===== src/rtl/fifo_wr_skid.sv =====
// fifo_wr_skid: write-side ingress stage for the async FIFO with a 2-entry skid buffer and debug counters
// Ports:
//    wclk, wrst_n          write clock, asynchronous active-low reset
//    in_data/in_valid      upstream stream in
//    in_ready              upstream accept, depends only on registered occupancy
//    wfull                 FIFO full flag, may change asynchronously
//    winc/wdata            FIFO write port
//    clr_cnt               synchronous clear of wr_cnt and stall_cnt
//    wr_cnt                words written (wrapping), stall_cnt pending-while-full cycles (saturating)
//    occ                   buffer occupancy 0..2
module fifo_wr_skid #(
   parameter int DATASIZE = 8,
   parameter int CNTSIZE  = 16
) (
   input  logic                wclk,
   input  logic                wrst_n,
   input  logic [DATASIZE-1:0] in_data,
   input  logic                in_valid,
   output logic                in_ready,
   input  logic                wfull,
   output logic                winc,
   output logic [DATASIZE-1:0] wdata,
   input  logic                clr_cnt,
   output logic [CNTSIZE-1:0]  wr_cnt,
   output logic [CNTSIZE-1:0]  stall_cnt,
   output logic [1:0]          occ
);
   logic [DATASIZE-1:0] head, skid;
   logic                push, pop;
   assign wdata    = head;
   // combinational on wfull so a late full assertion withdraws the write before the edge
   assign winc     = (occ != 2'd0) & ~wfull;
   assign in_ready = (occ != 2'd2);
   assign push     = in_valid & in_ready;
   assign pop      = winc;
   // push and pop together only happens at occ == 1, since in_ready is low at occ == 2
   always_ff @(posedge wclk or negedge wrst_n) begin
      if (!wrst_n) begin
         occ       <= '0;
         head      <= '0;
         skid      <= '0;
         wr_cnt    <= '0;
         stall_cnt <= '0;
      end else begin
         head      <= (push && (occ == 2'd0 || pop)) ? in_data : pop ? skid : head;
         skid      <= (push && !pop && occ == 2'd1) ? in_data : skid;
         occ       <= occ + {1'b0, push} - {1'b0, pop};
         wr_cnt    <= clr_cnt ? '0 : wr_cnt + {{(CNTSIZE-1){1'b0}}, pop};
         stall_cnt <= clr_cnt ? '0 :
                      (occ != 2'd0 && wfull && !(&stall_cnt)) ? stall_cnt + 1'b1 : stall_cnt;
      end
   end
endmodule


===== config.mk =====
export PLATFORM = sky130hd
export DESIGN_NAME = fifo_wr_skid
export DESIGN_NICKNAME = d
export VERILOG_FILES = /design/src/rtl/fifo_wr_skid.sv
export SDC_FILE = /design/constraint.sdc
export NUM_CORES = 1
export LEC_CHECK = 0
export CORE_ASPECT_RATIO = 0.7
export CORE_UTILIZATION = 45
export CTS_CLUSTER_DIAMETER = 80
export CTS_CLUSTER_SIZE = 14
export DETAILED_ROUTE_END_ITERATION = 16
export PLACE_DENSITY = 0.86
export SLEW_MARGIN = 10
export SYNTH_ARGS = -nofsm -noshare
export SYNTH_HDL_FRONTEND = slang
export SYNTH_SLANG_ARGS = --single-unit

===== constraint.sdc =====
create_clock -name wclk -period 2.1 [get_ports wclk]
set_clock_uncertainty 0.1 [all_clocks]
set_input_delay 0.42 -clock wclk [delete_from_list [all_inputs] [get_ports wclk]]
set_output_delay 0.42 -clock wclk [all_outputs]
set_load 0.02 [all_outputs]

# Word level (Yosys, flattened, before mapping)
# Index checks and enable logic that the tools add are counted.
totals:
  ff_bits: 50
  inputBits: 13
  output_inout_bits: 44
  word_cells: 32
op_classes:
  addsub: 4
  eq_ne: 2
  mux: 5
  bitwise: 3
  reduce_logical: 13
op_table:
  columns: ["cell", "count"]
  rows:
  - ["$mux 16", 3]
  - ["$add 16x1->16", 1]
  - ["$add 16x1->16 const B", 1]
  - ["$mux 8", 2]
  - ["$reduce_and 16->1", 1]
  - ["$reduce_bool 2->1", 3]
  - ["$logic_and 1x1->1", 5]
  - ["$add 2x1->2", 1]
  - ["$and 1x1->1", 2]
  - ["$eq 2x1->1 const B", 1]
  - ["$logic_not 1->1", 2]
  - ["$logic_not 2->1", 1]
  - ["$ne 2x2->1 const B", 1]
  - ["$sub 2x1->2", 1]
  - ["$logic_or 1x1->1", 1]
  - ["$not 1->1", 1]

# Depth between registers and ports, before layout
# Gate-level depths: netlist of the first run.
logic_depth:
  word_depth: 5
  depth_mapped: 9
  depth_no_buf: 7

# Least setup slack after synthesis of the first run
# Ideal clock, no wire load.
synth_path:
  kind: "register to register"
  startpoint: "register occ[0]"
  endpoint: "register wr_cnt[12]"
  arrival_ns: 2.559
  slack_ns: -0.684
  stages_incl_launch_ff: 10
  cell_sequence: "dfrtp_1 > clkbuf_1 > nor2_1 > nor2_1 > ha_1 > and4_2 > clkbuf_1 > nand2_1 > nor4_1 > mux2_2"
synth_between:
  elab_chain_cells: 4
synth_rtl:
  columns: ["element", "line", "text"]
  rows:
  - ["start: declaration", "26", "output logic [1:0] occ"]
  - ["start signal: assignment", "47", "occ <= occ + {1'b0, push} - {1'b0, pop};"]
  - ["$reduce_bool 2->1", "32", "assign winc = (occ != 2'd0) & ~wfull;"]
  - ["$and 1x1->1", "32", null]
  - ["named net winc", "21", "output logic winc,"]
  - ["$add 16x1->16", "48", "wr_cnt <= clr_cnt ? '0 : wr_cnt + {{(CNTSIZE-1){1'b0}}, pop};"]
  - ["$mux 16", "48", null]
  - ["end signal: assignment", "48", null]
  - ["end: declaration", "24", "output logic [CNTSIZE-1:0] wr_cnt,"]
# The timed path passes the listed nets, and every way through them passes these cells.
# A chain may end at the register's enable or synchronous reset.

# Worst setup path after layout of the first run
layout_path:
  startpoint: "register wr_cnt[4]"
  endpoint: "output wr_cnt[4]"
# No word-level cell between the ends.

==> results of run 1 <==
[layer usage]
metal	wire length, µm	part of all wire, %	global-route usage [%]
met5	0	0	0
met4	110	1.8	8.13
met3	362	5.9	4.34
met2	2840	46	35.4
met1	2830	46	30.6
[area by class of cell]
type | instances | area share (%)
inverter | 8 | 0.853
timing repair buffer | 79 | 21.4
tap | 72 | 2.56
multi-input combinational | 174 | 35.5
sequential | 50 | 35.6
clock buffer | 6 | 2.35
clock inverter | 2 | 1.71
[registers in the layout, summed over array words and instances, names as in the netlist]
name / cells
stall_cnt: 16
wr_cnt: 16
skid: 8
wdata: 8
occ: 2
[logic make-up after synthesis]
family	share of synthesized area, %
AND/OR/NAND/NOR	21.4
multiplexers	6.20
AO/OA/AOI/OAI	13.6
flip-flops	49.6
buffers and inverters	2.28
XOR/XNOR	3.82
adder cells (fa/ha/maj)	2.98
[repair_timing]
item,CTS,global route
hold buffers,1,0
endpoints found under the hold margin,12,0
endpoints found under the setup margin,3,0
gates resized for setup,3,0
setup buffers,0,0
[worst paths after layout]
path,endpoint,slack [ns],cells past startpoint
hold reg to reg,wdata[6],0.38,1
setup reg to reg,wr_cnt[15],0.10,7
hold / removal,wdata[6],0.38,1
max in group asynchronous,wr_cnt[12],0.88,3
setup / recovery,wr_cnt[4],0.09,1
min in group asynchronous,skid[7],0.43,2
[cells in the final DEF, fill, tap and decap left out, types with 6 or more instances in the layout]
cell type        netlist  layout
a21o_1                 8       8
a21oi_1               14      14
a22o_1                 8       8
buf_4                  0      20
clkbuf_8               0       6
clkdlybuf4s50_1        0      52
dfrtp_1               50      48
inv_1                  8       8
mux2_2                13      13
nand2_1               17      16
nand3_1               11      11
nor2_1                18      16
nor2b_1                6       6
o21ai_0                7       7
or3_1                  8       8
xnor2_1                6       6
[power by group]
part	internal [mW]	switching (mW)	total [mW]
logic	0.574	0.547	1.12
clock network	0.508	0.325	0.833
registers	1.16	0.123	1.28
==> impl_metrics.json, run 1 <==
{
  "power_density_mw_per_mm2": 919,
  "syn_avg_cell_area_um2": 10.5,
  "crit_chain": "clkdlybuf4s50_1",
  "cts.path.max_buffers": 2,
  "place_hpwl_um": 4460,
  "hp-class": "reg -> reg",
  "h-tree-depth": 2,
  "synth-edff-count": 0,
  "synthesis.area_mm2": 0.00252,
  "outcome": "finished, final reports clean",
  "setup.worst_path.start": "wr_cnt[4]",
  "coreArea_mm2": 0.00531,
  "routabilityCongestion": 0.810,
  "cpMaxStageDelayCell": "clkdlybuf4s50_1",
  "cts_tree": "yes",
  "fillers": 403,
  "routedWlPerCell_um": 15.7,
  "fin_total_pwr_mw": 3.23,
  "die_h_um": 64.6,
  "grt_pass1_vias": 2132,
  "dr_total_vias": 2194,
  "cp-end-kind": "output pin",
  "synth_seq_cells": 50,
  "fin_nets": 337,
  "cts_buffers": 5,
  "critPathBufInv": 1,
  "tns_ns": 0,
  "hp-start": "wdata[6]",
  "detail-route-antenna-nets": 0,
  "antenna_cells": 0,
  "cts.sinks": 50,
  "setup_violations": 0,
  "register_area_mm2": 0.00125,
  "rsz0062_at_grt": "false",
  "yosys.area.top_type": "dfrtp_1",
  "critPathLaunchType": "flip-flop",
  "multi_input_area_mm2": 0.00125,
  "synth.distinct_cells": 42,
  "r2r_start": "occ[1]",
  "drv_cap": 0,
  "hold_violations": 0,
  "portBuffers": 56,
  "synth_common_cells": "50 x dfrtp_1, 18 x nor2_1, 17 x nand2_1, 14 x a21oi_1, 13 x mux2_2",
  "io_pins": 57,
  "worst_slack_ns": 0.0864,
  "antenna_found_initial": 0,
  "drive_above_1_share_pct": 19.4,
  "cp_top_family": "buffers and inverters",
  "holdWs_ns": 0.379,
  "area.growth.synth_to_final_pct": 39.6,
  "first_iter_violations": 128,
  "grt_max_degree": 38,
  "cp.required_ns": 1.58,
  "timing.fmax_mhz": 497,
  "wl_um": 6140,
  "timing.final.crit_share_pct": 95.9,
  "slew-limit-headroom_pct": 50.4,
  "design_area_mm2": 0.00352,
  "finalMaxSlewViolations": 0,
  "path_class": "reg -> out",
  "die-area_mm2": 0.00591,
  "layout_min_cycle_time_ns": 2.01,
  "post_drt_via_cell_ratio": 5.61,
  "cpPeakStageDelay_ns": 0.67,
  "yosysWarnings": 0,
  "clk_pin_slew_ns": 0.09,
  "layout.cells.non_filler": 391,
  "dp_slack_ns": -0.357,
  "initial_core_util_pct": 47.5,
  "irDropWorstVdd_mv": 0.406,
  "p_leak_nw": 1.52,
  "netlist_top_cells_area": "dfrtp_1 50%, mux2_2 5.8%, ha_1 3.0%, a21oi_1 2.8%, a22o_1 2.8%",
  "fin_util_pct": 66.3,
  "place_area_mm2": 0.00337,
  "cp_max_fo": 7,
  "yosysMostFrequentCell": "dfrtp_1",
  "grt_pass1_wl_um": 10200,
  "cp.arrival_ns": 1.49,
  "cts-root-buf": "clkbuf_8",
  "tightest_slew_ns": 0.744,
  "syn-num-nets": 258,
  "syn_inst": 239,
  "dp.cells": 382,
  "insertion_delay_ns": 0.30,
  "row_count": 22,
  "grt_usage_pct": 22.3,
  "drt-pass1-iter-count": 4,
  "grt_overflow_total": 0,
  "ys_async_sr_fraction_pct": 100,
  "die_x_um": 91.5,
  "seq_area_frac_synth_pct": 49.6,
  "yosys_most_used_dff": "dfrtp_1",
  "yosysTopAreaCellShare_pct": 49.6,
  "drc": 0
}
(Power assumes the default switching activity.)
==> inputs of run 2 (changes only) <==
Settings changed: CAP_MARGIN set to 20.
==> results of run 2 <==
Final layout, timing and power as in run 1 (identical DEF).
